File: src/rtl/game_pkg.sv
// Shared encodings and default timing for the whack-a-mole game sequencer.
package game_pkg;

  typedef enum logic [1:0] {
    StIdle      = 2'b00,
    StCountdown = 2'b01,
    StPlaying   = 2'b10,
    StGameOver  = 2'b11
  } game_state_e;

  typedef enum logic [1:0] {
    DiffEasy   = 2'b00,
    DiffMedium = 2'b01,
    DiffHard   = 2'b10
  } difficulty_e;

  localparam int unsigned CountdownLenDefault = 5;
  localparam int unsigned GameLenDefault      = 30;

endpackage

File: src/rtl/game_control_fsm_edge_detect.sv
// Rising-edge pulse generator for a debounced button level.
module edge_detect (
  input  logic clk,
  input  logic rst_n,
  input  logic level,
  output logic pulse
);

  logic level_q;

  always_ff @(posedge clk or negedge rst_n) begin
    if (!rst_n) begin
      level_q <= 1'b0;
    end else begin
      level_q <= level;
    end
  end

  assign pulse = level & ~level_q;

endmodule

File: src/rtl/game_control_fsm.sv
// Top-level game sequencer: IDLE -> COUNTDOWN -> PLAYING -> GAME_OVER, with clear
// handshakes to the external counters and display selection.
module game_control_fsm
  import game_pkg::*;
#(
  parameter int unsigned COUNTDOWN_LEN = CountdownLenDefault,
  parameter int unsigned GAME_LEN      = GameLenDefault
) (
  input  logic       clk,
  input  logic       rst_n,
  input  logic       clk_1hz,
  input  logic       btn_reset,
  input  logic       btn_reset_score,
  input  logic [1:0] btn_difficulty,
  input  logic       timeout_pulse,
  input  logic       hit_pulse,
  input  logic [5:0] countdown_sec,
  input  logic [5:0] game_time_sec,
  input  logic [7:0] score,
  output logic       enable_countdown,
  output logic       clear_countdown,
  output logic       enable_game_timer,
  output logic       clear_game_timer,
  output logic       enable_score,
  output logic       clear_score,
  output logic       enable_mole_ctrl,
  output logic       enable_difficulty_timer,
  output logic [1:0] difficulty_level,
  output logic [7:0] display_value,
  output logic       display_mode,
  output logic [1:0] game_state
);

  localparam logic [7:0] CdLen   = 8'(COUNTDOWN_LEN);
  localparam logic [7:0] GameLen = 8'(GAME_LEN);

  // Informational inputs; kept on the port list for the surrounding system.
  logic unused_inputs;
  assign unused_inputs = ^{clk_1hz, timeout_pulse, hit_pulse};

  logic rst_edge, rst_score_edge;

  edge_detect u_edge_reset (
    .clk   (clk),
    .rst_n (rst_n),
    .level (btn_reset),
    .pulse (rst_edge)
  );

  edge_detect u_edge_reset_score (
    .clk   (clk),
    .rst_n (rst_n),
    .level (btn_reset_score),
    .pulse (rst_score_edge)
  );

  game_state_e state_q, state_d;
  difficulty_e diff_q, diff_d;
  logic clr_cd_q, clr_cd_d;
  logic clr_gt_q, clr_gt_d;
  logic clr_sc_q, clr_sc_d;

  logic [7:0] cd_sec;
  logic [7:0] gt_sec;
  assign cd_sec = {2'b00, countdown_sec};
  assign gt_sec = {2'b00, game_time_sec};

  always_ff @(posedge clk or negedge rst_n) begin
    if (!rst_n) begin
      state_q  <= StIdle;
      diff_q   <= DiffEasy;
      clr_cd_q <= 1'b0;
      clr_gt_q <= 1'b0;
      clr_sc_q <= 1'b0;
    end else begin
      state_q  <= state_d;
      diff_q   <= diff_d;
      clr_cd_q <= clr_cd_d;
      clr_gt_q <= clr_gt_d;
      clr_sc_q <= clr_sc_d;
    end
  end

  // Clear flags hold until their counter reads zero; a fresh edge re-arms them.
  always_comb begin
    clr_cd_d = clr_cd_q && (countdown_sec != 6'd0);
    clr_gt_d = clr_gt_q && (game_time_sec != 6'd0);
    clr_sc_d = clr_sc_q && (score != 8'd0);
    if (rst_edge) begin
      clr_cd_d = 1'b1;
      clr_gt_d = 1'b1;
      clr_sc_d = 1'b1;
    end
    if (rst_score_edge) begin
      clr_gt_d = 1'b1;
      clr_sc_d = 1'b1;
    end
  end

  always_comb begin
    state_d = state_q;
    if (rst_edge) begin
      state_d = StCountdown;
    end else begin
      unique case (state_q)
        StCountdown: if (!clr_cd_q && cd_sec >= CdLen) state_d = StPlaying;
        StPlaying:   if (!clr_gt_q && gt_sec >= GameLen) state_d = StGameOver;
        default:     state_d = state_q;
      endcase
    end
  end

  always_comb begin
    diff_d = diff_q;
    if (state_q == StIdle || state_q == StGameOver) begin
      unique case (btn_difficulty)
        2'b01:   diff_d = DiffEasy;
        2'b10:   diff_d = DiffMedium;
        2'b11:   diff_d = DiffHard;
        default: diff_d = diff_q;
      endcase
    end
  end

  always_comb begin
    enable_countdown        = 1'b0;
    enable_game_timer       = 1'b0;
    enable_score            = 1'b0;
    enable_mole_ctrl        = 1'b0;
    enable_difficulty_timer = 1'b0;
    display_value           = 8'd0;
    display_mode            = 1'b0;
    unique case (state_q)
      StCountdown: begin
        enable_countdown = !clr_cd_q;
        display_value    = (cd_sec >= CdLen) ? 8'd0 : CdLen - cd_sec;
      end
      StPlaying: begin
        enable_game_timer       = !clr_gt_q;
        enable_score            = !clr_sc_q;
        enable_mole_ctrl        = 1'b1;
        enable_difficulty_timer = 1'b1;
        display_value           = score;
        display_mode            = 1'b1;
      end
      StGameOver: begin
        display_value = score;
        display_mode  = 1'b1;
      end
      default: ;
    endcase
  end

  assign clear_countdown  = clr_cd_q;
  assign clear_game_timer = clr_gt_q;
  assign clear_score      = clr_sc_q;
  assign difficulty_level = diff_q;
  assign game_state       = state_q;

endmodule

File: config.mk
export PLATFORM = sky130hd
export DESIGN_NAME = game_control_fsm
export DESIGN_NICKNAME = d
export VERILOG_FILES = /design/src/rtl/game_pkg.sv /design/src/rtl/game_control_fsm_edge_detect.sv /design/src/rtl/game_control_fsm.sv
export SDC_FILE = /design/constraint.sdc
export NUM_CORES = 1
export LEC_CHECK = 0
export ABC_AREA = 1
export CELL_PAD_IN_SITES_DETAIL_PLACEMENT = 0
export CELL_PAD_IN_SITES_GLOBAL_PLACEMENT = 1
export CORE_UTILIZATION = 20
export CTS_CLUSTER_SIZE = 20
export DETAILED_ROUTE_END_ITERATION = 12
export GPL_TIMING_DRIVEN = 0
export PLACE_DENSITY_LB_ADDON = 0.15
export SLEW_MARGIN = 30
export SYNTH_ARGS = -nofsm -noshare
export SYNTH_HDL_FRONTEND = slang
export SYNTH_SLANG_ARGS = --single-unit
File: constraint.sdc
create_clock -name clk -period 1.8 [get_ports clk]
set_clock_uncertainty 0.15 [all_clocks]
set_input_delay 0.54 -clock clk [delete_from_list [all_inputs] [get_ports clk]]
set_output_delay 0.54 -clock clk [all_outputs]
set_load 0.005 [all_outputs]
==> impl_table.tex <==
\begin{tabular}{lr}
\hline
Metric & Value \\
\hline
\multicolumn{2}{l}{\textbf{Outcome}} \\
Status & finished, violations left \\
Violated checks & negative setup slack \\
\multicolumn{2}{l}{\textbf{Min path}} \\
Hold crit path type & reg2reg \\
Min-Delay Endpoint & game\_state[1]\$\_DFFE\_PN0P\_ \\
Hold path startpoint & u\_edge\_reset.level\_q\$\_DFF\_PN0\_ \\
Hold depth & 2 \\
\multicolumn{2}{l}{\textbf{Routing}} \\
ANT nets after route & 0 \\
Number of optimization iterations in the first detailed-route pass & 4 \\
DR WL/cell & 9.70 um \\
Mean number of vias per cell & 4.04 \\
Via Count & 901 \\
DRC marker count from the first detailed-route iteration & 24 \\
Total wire length after detailed routing & 2160 um \\
Remaining routing DRC violations & 0 \\
\multicolumn{2}{l}{\textbf{Die}} \\
Initial core utilization & 0.210 \\
Height of the die & 61.5 um \\
Number of core rows & 21 \\
IO Count & 50 \\
X dimension of the die & 61.5 um \\
Placeable core area & 3360 um\^{}2 \\
Overall die area & 3780 um\^{}2 \\
\multicolumn{2}{l}{\textbf{Timing}} \\
Final setup fails & 16 \\
Number of hold violations in the final report & 0 \\
Achievable Freq & 456 MHz \\
Final-report max-slew violation count & 0 \\
Worst-margin pin slew & 436 ps \\
Worst setup slack after layout & -391 ps \\
Unrepaired setup endpoints after global routing & true \\
Tcrit/Tclk final & 1.22 \\
Crit path time final & 2190 ps \\
Headroom to the max-slew limit & 0.708 \\
Final Hold Slack & 364 ps \\
Sum of negative setup slack & -4580 ps \\
\multicolumn{2}{l}{\textbf{Synthesis}} \\
Gate Count Post-Synth & 103 \\
Syn\_nets & 138 \\
Library cells used by synthesis & 19 \\
Number of warnings printed during yosys synthesis & 0 \\
Avg Inst Size Synth & 6.86 um\^{}2 \\
Number of storage elements in the synthesis netlist & 9 \\
Portion of the post-synthesis area used by sequential elements & 0.319 \\
Synthesized cell area & 707 um\^{}2 \\
\multicolumn{2}{l}{\textbf{Finish}} \\
Ratio of cells with drive above 1 in the final layout & 0.407 \\
Post-layout nets & 213 \\
Core Util, Final & 0.444 \\
Area growth syn-to-layout & 111\% \\
Antenna fix cells & 0 \\
\multicolumn{2}{l}{\textbf{Placed design}} \\
Worst setup timing slack at the placement stage & -1310 ps \\
DP Wirelength & 1560 um \\
Final weighted congestion in routability-driven placement & 0.703 \\
Count of port buffers added during placement & 46 \\
\multicolumn{2}{l}{\textbf{GRT}} \\
Number of global-route vias before repair & 765 \\
Wire length of the first global-routing pass & 3220 um \\
Number of antenna violations at the first check in global routing & 0 \\
Largest net degree at the start of global routing & 10 \\
Total grt overflow & 0 \\
Global-route track usage on met1 & 0.131 \\
Global Route Usage Sum & 0.116 \\
Met3 capacity usage during global routing & 0.0126 \\
GR met2 Demand/Resource & 0.217 \\
GR peak layer & met2 \\
\multicolumn{2}{l}{\textbf{Clock network}} \\
Maximum clock insertion buffer count & 2 \\
Clock tree from TritonCTS & done \\
\# H-tree levels & 1 \\
Cell chosen for the clock root & clkbuf\_4 \\
Insertion delay of the later-clocked pin in the worst-skew pair & 260 ps \\
CTS Sinks & 9 \\
Reg clk slew, reported paths & 60 ps \\
Number of buffers added by the clock tree synthesis step & 3 \\
\multicolumn{2}{l}{\textbf{Power}} \\
Leakage power figure & 0.000753 uW \\
Worst supply voltage drop on vdd & 0.536 mV \\
Total power per unit cell area & 1190 nW/um\^{}2 \\
\multicolumn{2}{l}{\textbf{Critical path}} \\
Cell depth of the worst flop-to-flop path & 10 \\
Worst Setup SP & game\_state[1]\$\_DFFE\_PN0P\_ \\
Critical setup path kind & reg2out \\
Number of buffer and inverter stages on the critical path & 2 \\
WP data required & 1110 ps \\
Highest fanout seen on the critical path & 5 \\
Number of stages on the worst setup path & 6 \\
Critical register-to-register path startpoint & game\_state[0]\$\_DFFE\_PN0P\_ \\
Worst R2R Setup Slack & 300 ps \\
Maximum single-stage delay on the critical path & 450 ps \\
Cell-by-cell trace of the critical path & ha\_2 -> or2\_4 -> nand2\_4 -> buf\_6 -> o21ai\_1 -> buf\_2 \\
Endpoint kind of the worst setup timing path & primary output \\
Arrival time reported for the critical path endpoint & 1500 ps \\
Type of origin of the critical path & register \\
Standard cell with the maximum stage delay on the critical path & dfrtp\_2 \\
Worst path top cell family by delay & flip-flops \\
Critical R2R Capture & game\_state[0]\$\_DFFE\_PN0P\_ \\
\multicolumn{2}{l}{\textbf{Flow run}} \\
Count of maximum capacitance violations & 0 \\
\hline
\end{tabular}
==> cells in the final DEF, fill, tap and decap left out, types with 2 or more instances in the layout <==
cell,n
nor2_4,3
ha_4,5
o21ai_0,5
nor2_1,14
clkdlybuf4s50_1,19
nand2_2,4
o21ai_1,2
inv_4,4
nand4_1,3
inv_1,19
buf_2,11
nand3_1,4
nand2_1,14
buf_6,8
o21ai_2,3
inv_2,2
buf_4,22
clkbuf_4,3
a21oi_1,3
dlygate4sd2_1,9
dfrtp_1,8
==> how the worst max path moves through the flow <==
| stage | endpoint |
|---|---|
| 4_1_cts | display_value[6] |
| 5_1_grt | display_value[2] |
| 6_report | display_value[2] |
| 3_3_place_gp | display_value[4] |
| 2_1_floorplan | display_value[1] |
| 3_5_place_dp | display_value[4] |
==> worst min-delay path, delay by kind of cell (launching register included) <==
kind / cells / cell delay [ps]
and+or+nand+nor: 1 / 50
DFF: 1 / 330
AOI/OAI and AO/OA: 1 / 100
==> cells in the mapped netlist <==
cell type / instances / area [um^2]
dfrtp_1: 9 / 225
nand3_2: 2 / 20.0
nand3_1: 4 / 20.0
buf_4: 1 / 7.51
nor2_1: 14 / 52.6
o21ai_1: 1 / 5.00
clkinv_1: 1 / 3.75
inv_1: 25 / 93.8
nand2_2: 3 / 18.8
ha_1: 6 / 75.1
nand2_1: 16 / 60.1
or2_2: 1 / 6.26
nor3_1: 1 / 5.00
o21ai_0: 9 / 45.0
nor2_2: 1 / 6.26
nor2_4: 2 / 22.5
nand4_1: 3 / 18.8
o22ai_1: 1 / 6.26
a21oi_1: 3 / 15.0
==> through the flow <==
stage / std cells / instance area (um^2) / total power, uW
after floorplan: 103 / 744 / 695
after global placement: 195 / 1260 / 1150
after detailed placement: 195 / 1260 / 1150
after CTS: 221 / 1470 / 1700
after global routing: 223 / 1490 / 1920
final: 223 / 1490 / 1770
==> final cells by class <==
| type | count | area, um^2 |
|---|---|---|
| Fill cell | 384 | 1870 |
| Timing Repair Buffer | 70 | 589 |
| Inverter | 26 | 108 |
| Multi-Input combinational cell | 67 | 478 |
| Clock buffer | 4 | 26.3 |
| Sequential cell | 9 | 226 |
| Buffer | 1 | 7.51 |
| Tap cell | 46 | 57.6 |
==> metal layers <==
| layer | share of wire | vias to the layer above |
|---|---|---|
| met5 | 0 | - |
| met4 | 0.011 | 0 |
| met3 | 0.055 | 4 |
| met2 | 0.50 | 28 |
| met1 | 0.43 | 404 |
| li1 | - | 465 |
==> power by group <==
group	internal (uW)	switching, uW	total (uW)
Combinational	772	545	1320
Clock	85.5	74.0	160
Sequential	253	42.5	295
==> registers in the layout, indices dropped and copies added, names as in the netlist <==
name,flops
u_edge_reset_score.level_q,1
difficulty_level,2
game_state,2
clear_game_timer,1
clear_countdown,1
u_edge_reset.level_q,1
clear_score,1
==> cell families (layout without fill, tap and decap cells) <==
kind of cell	Yosys count	count (layout)	synth area share
adders and majority gates	6	6	0.106
AOI/OAI and AO/OA	14	14	0.101
and+or+nand+nor	47	47	0.326
buffers and inverters	27	101	0.149
DFF	9	9	0.319
==> repair_timing <==
action,in CTS,in global routing
pin swaps,9,1
hold buffers,0,0
setup endpoints to repair,22,17
cloned,0,0
resized for setup,103,9
setup buffers,22,3
endpoints found under the hold margin,0,0
No activity file was read; power rests on OpenSTA's default activity.
==> edit 1 (config.mk and constraints unchanged) <==
Put one more register stage on the output `game_state`, cleared by the reset. The value now appears one clock later. The other outputs are not delayed to match.
--- a/src/rtl/game_control_fsm.sv
+++ b/src/rtl/game_control_fsm.sv
@@ -157,3 +157,9 @@
   assign difficulty_level = diff_q;
-  assign game_state       = state_q;
+  always_ff @(posedge clk or negedge rst_n) begin
+    if (!rst_n) begin
+      game_state <= '0;
+    end else begin
+      game_state <= state_q;
+    end
+  end
 
Behaviour: not the same (a bounded check fails within 4 cycles, from zero or initial values and one cycle with rst_n low).
==> edit 1 against the unedited design <==
- the run still ends with setup timing left
- wire length up 2.4%
- global-route usage is 0.35 points higher
- largest power group unchanged
- combinational power shrank 7%
- design area up 2.2%
- via count fell by 2.3%
- non-clock buffer count is 7 lower
- sequential cell count rose by 2
- synthesized area increased by 7.1%
- largest cell class unchanged
- total power grew 4.3%
- maximum frequency increased by 0.41%
- worst setup slack improved by 0.0089 ns
- sequential share of layout area rose by 3.0 points
==> edit 1: results (changes against the unedited design) <==
DP Wirelength=1700 um (+8.9%); layout cells sized above 1=37.2% (-3.5 points); crit path launch=countdown_sec[5]; vias in the first global route=916 (+20%); Static Leak=0.750 nW (-0.36%); GRT met2 Usage=22.3% (+0.60 points); top cells by count, synth=inv_1, nand2_1, nor2_1; Final Setup Violations=14 (-2); Nets=208 (-2.3%); post-place setup slack=-1.28 ns (+0.0213 ns); clock latency on the worst-skew pair=0.23 ns (-0.03 ns); Synth Net Count=140 (+1.4%); worst r2r src=state_q[0]$_DFFE_PN0P_; total track usage=12.0% (+0.35 points); largest net degree at the start of global routing=12 (+2); setup slack after layout=-0.382 ns (+0.00885 ns); failing checks=setup timing; routed vias/inst=4.04 (about the same); hold_sp=state_q[1]$_DFFE_PN0P_; sequential area share after synthesis=36.4% (+4.5 points); Synth Flop Type=dfrtp_1; antenna cells=0 (unchanged); Clock Tree Root=clkbuf_8; CP max FO=4 (-1); Crit Reg-Reg Endpoint=state_q[0]$_DFFE_PN0P_; first-pass GRT wire length=3770 um (+17%); gpl congestion=0.743 (+5.7%); Clock Path Buffers=2 (unchanged); Yosys cell types=19 (unchanged); register clock-pin slew on the reported worst setup and hold paths=0.04 ns (-0.02 ns); WL final=2210 um (+2.4%); max_slew headroom=66.4% (-4.4 points); hold-critical path depth=0 (-2); final setup TNS=-4.32 ns (+0.265 ns); peak supply drop=0.771 mV (+44%); met3 track demand over resource=3.62% (+2.4 points); M1 GR Usage=13.8% (+0.71 points); Hold EP=game_state[1]$_DFF_PN0_; R2R Setup Slk=0.32 ns (+0.02 ns); status=finished with violations; ranking of synthesized cells by area=dfrtp_1, inv_1, ha_1, nand2_1, nor2_1; DRT iter0 DRCs=18 (-25%)
## edit 1: routing by layer
metal / share of wire, % / up-vias
met5: 0 / -
met2: 51 / 25
met4: 0 / 0
met3: 5.5 / 0
li1: - / 454
met1: 44 / 401
## edit 1: metrics by stage
stage	utilization (%)	area, um2	power [mW]	hold slack (ns)	cells
5_1_grt	44.0	1530	2.02	0.316	218
3_3_place_gp	37.8	1310	1.23	0.275	197
3_5_place_dp	37.8	1310	1.23	0.281	197
6_report	44.0	1530	1.85	0.307	218
4_1_cts	43.1	1500	1.81	0.351	218
2_1_floorplan	-	795	0.767	0.0944	105
## edit 1: worst max path at each step
stage	end	cells after the start
final	display_value[2]	7
after global routing	display_value[2]	8
after global placement	display_value[7]	9
after detailed placement	display_value[7]	9
after floorplan	display_value[1]	6
after CTS	display_value[0]	7
## edit 1: cell type report
class,instances,area (um2)
inverter,26,105
multi-input combinational,67,469
clock buffer,4,45.0
sequential,11,278
fill,388,1940
tap,46,57.6
timing repair buffer,64,571
## edit 1: kinds of logic after synthesis
kind of cell	share of synthesized area [%]
and+or+nand+nor	30.4
buffers and inverters	13.9
AOI/OAI and AO/OA	9.42
DFF	36.4
adders and majority gates	9.92
## edit 1: repair_timing
action / 4_1_cts / 5_1_grt
pin swaps: 10 / 3
resized for setup: 97 / 17
endpoints found under the hold margin: 0 / 0
setup endpoints to repair: 19 / 16
buffers inserted: 18 / 4
gates cloned: 0 / 0
## edit 1: critical path, stage by stage
cell and delay, ns:
dlygate4sd2_1 0.26, nor2_4 0.13, nand3_4 0.10, nor2_4 0.16, nand3_1 0.12, o21ai_2 0.07, buf_2 0.12
## edit 1: power by group
group          internal, mW  switching (mW)
clock network         0.155          0.0866
logic                 0.714           0.518
registers             0.323          0.0505
==> edit 2 (config.mk and constraints unchanged) <==
Made on the original files. The package constant `GameLenDefault` goes from 30 to 29.
--- a/src/rtl/game_pkg.sv
+++ b/src/rtl/game_pkg.sv
@@ -17,3 +17,3 @@
   localparam int unsigned CountdownLenDefault = 5;
-  localparam int unsigned GameLenDefault      = 30;
+  localparam int unsigned GameLenDefault      = 29;
 
Behaviour: not the same (Yosys sat finds a counterexample within 10 cycles, from zero or initial values and one cycle with rst_n low).
==> edit 2 against the unedited design <==
- the run still ends with setup timing left
- critical path type is now primary input to output port
- hold slack gained 0.0048 ns
- synthesized cell count fell by 0.97%
- register-to-register slack got worse by 0.16 ns
- sequential share of layout area up 0.25 points
- maximum frequency decreased by 3.6%
- utilization shrank 0.63 points
- design area fell by 2.2%
- total power decreased by 11%
- wire length is 4.2% higher
- global-route usage up 0.71 points
- worst setup slack worse by 0.082 ns
- sequential cell count did not move
- synthesized area down 1.6%
==> edit 2: results (changes against the unedited design) <==
status=finished with violations; failing checks=setup timing; Worst Path Arrival=1.58 ns (+0.08 ns); input/output buffers=46 (unchanged); Synth Net Count=137 (-0.72%); total track usage=12.4% (+0.71 points); CP max FO=3 (-2); DRT iter0 DRCs=29 (+21%); top-count cell post-synth=inv_1; gpl congestion=0.727 (+3.5%); Nets=209 (-1.9%); max-cap violation count=0 (unchanged); Static Leak=0.727 nW (-3.4%); peak supply drop=0.544 mV (+1.6%); Final Setup Violations=14 (-2); ranking of synthesized cells by area=dfrtp_1, inv_1, ha_1, nand2_1, nor2_1; top cells by count, synth=inv_1, nand2_1, nor2_1; Slew @ Worst Pin=0.387 ns (-0.0488 ns); Synth Flop Type=dfrtp_1; setup slack after layout=-0.474 ns (-0.0822 ns); Clock Path Buffers=2 (unchanged); routed vias/inst=4.07 (+0.70%); Post-Place Cell Area=1250 um2 (-1.3%); sequential area share after synthesis=32.4% (+0.52 points); antenna cells=0 (unchanged); largest net degree at the start of global routing=10 (unchanged); register clock-pin slew on the reported worst setup and hold paths=0.06 ns (about the same); initial antenna violation count=0 (unchanged); vias in the first global route=840 (+9.8%); Num CTS Buffers=3 (unchanged); H-tree lvl count=1 (unchanged); Yosys cell types=21 (+2); Yosys warnings=0 (unchanged); Clock Tree Root=clkbuf_4; layout cells sized above 1=41.6% (+0.94 points); DP Wirelength=1630 um (+4.2%); clock latency on the worst-skew pair=0.26 ns (about the same); first-pass GRT wire length=3370 um (+4.7%); worst min path class=flop to flop; Post-synth ARST share=100% (unchanged); WL final=2250 um (+4.2%); DR pass1 iterations=3 (-1)
edit 2: cell types whose count changed after synthesis, moves of 2 or more:
cell and delta:
nand2_2 -3, nand4_1 -2, nand3_1 +3, nand2_1 +2
o21ai_0 -2
edit 2: area by class of cell:
| type | instances | area [um2] |
|---|---|---|
| Fill cell | 365 | 1880 |
| Timing Repair Buffer | 68 | 579 |
| Multi-Input combinational cell | 67 | 475 |
| Sequential cell | 9 | 225 |
| Inverter | 25 | 96.3 |
| Tap cell | 46 | 57.6 |
| Clock buffer | 4 | 26.3 |
edit 2: path summary, 6_finish.rpt:
check | from | to | slack [ns] | cells after the start
max in group asynchronous | rst_n | clear_countdown$_DFF_PN0_ | 0.81 | 1
hold reg to reg | difficulty_level[0]$_DFFE_PN0P_ | difficulty_level[0]$_DFFE_PN0P_ | 0.37 | 2
setup / recovery | countdown_sec[5] | display_value[0] | -0.47 | 8
min in group asynchronous | rst_n | u_edge_reset_score.level_q$_DFF_PN0_ | 0.42 | 1
setup reg to reg | game_state[1]$_DFFE_PN0P_ | game_state[0]$_DFFE_PN0P_ | 0.14 | 10
hold / removal | difficulty_level[0]$_DFFE_PN0P_ | difficulty_level[0]$_DFFE_PN0P_ | 0.37 | 2
edit 2: where the power goes:
group	total (mW)	switching (mW)	leakage [nW]	internal, mW
Clock	0.152	0.0666	0.0150	0.0852
Combinational	1.15	0.519	0.614	0.630
Sequential	0.280	0.0296	0.0982	0.251
Total	1.58	0.615	0.727	0.965
edit 2: cells by family after synthesis:
group	count (synthesis)	share of synthesized area (%)
simple gates	46	30.0
buf+inv	26	14.6
flops	9	32.4
fa+ha+maj	6	10.8
compound gates	15	12.2
edit 2: stage by stage:
stage | TNS [ns] | instances | util [%] | hold slack [ns] | worst slack, ns
floorplan | -0.345 | 102 | - | 0.0944 | -0.0892
global placement | -11.47 | 194 | 37.3 | 0.346 | -1.34
detailed placement | -11.58 | 194 | 37.3 | 0.348 | -1.36
CTS | -4.92 | 217 | 42.4 | 0.373 | -0.470
global route | -5.82 | 219 | 43.8 | 0.409 | -0.546
finish | -4.75 | 219 | 43.8 | 0.369 | -0.474
edit 2: timing repair:
action / 4_1_cts / 5_1_grt
hold endpoints to repair: 0 / 0
buffers inserted: 20 / 3
resized for setup: 105 / 19
cloned: 0 / 0
pin swaps: 13 / 11
setup endpoints to repair: 23 / 15
edit 2: layer usage:
layer	wire length (um)	global-route usage [%]	share of wire (%)
met1	945	13.7	42
met2	1110	22.8	49
met3	165	2.13	7.3
met4	27	5.84	1.2
met5	0	0	0
edit 2: worst max-delay path, cell delays in order:
cell	delay, ns
dlygate4sd2_1	0.24
nor2_2	0.11
nand3_2	0.11
nor2_4	0.17
buf_6	0.12
a22oi_2	0.04
nor2_1	0.13
buf_2	0.13
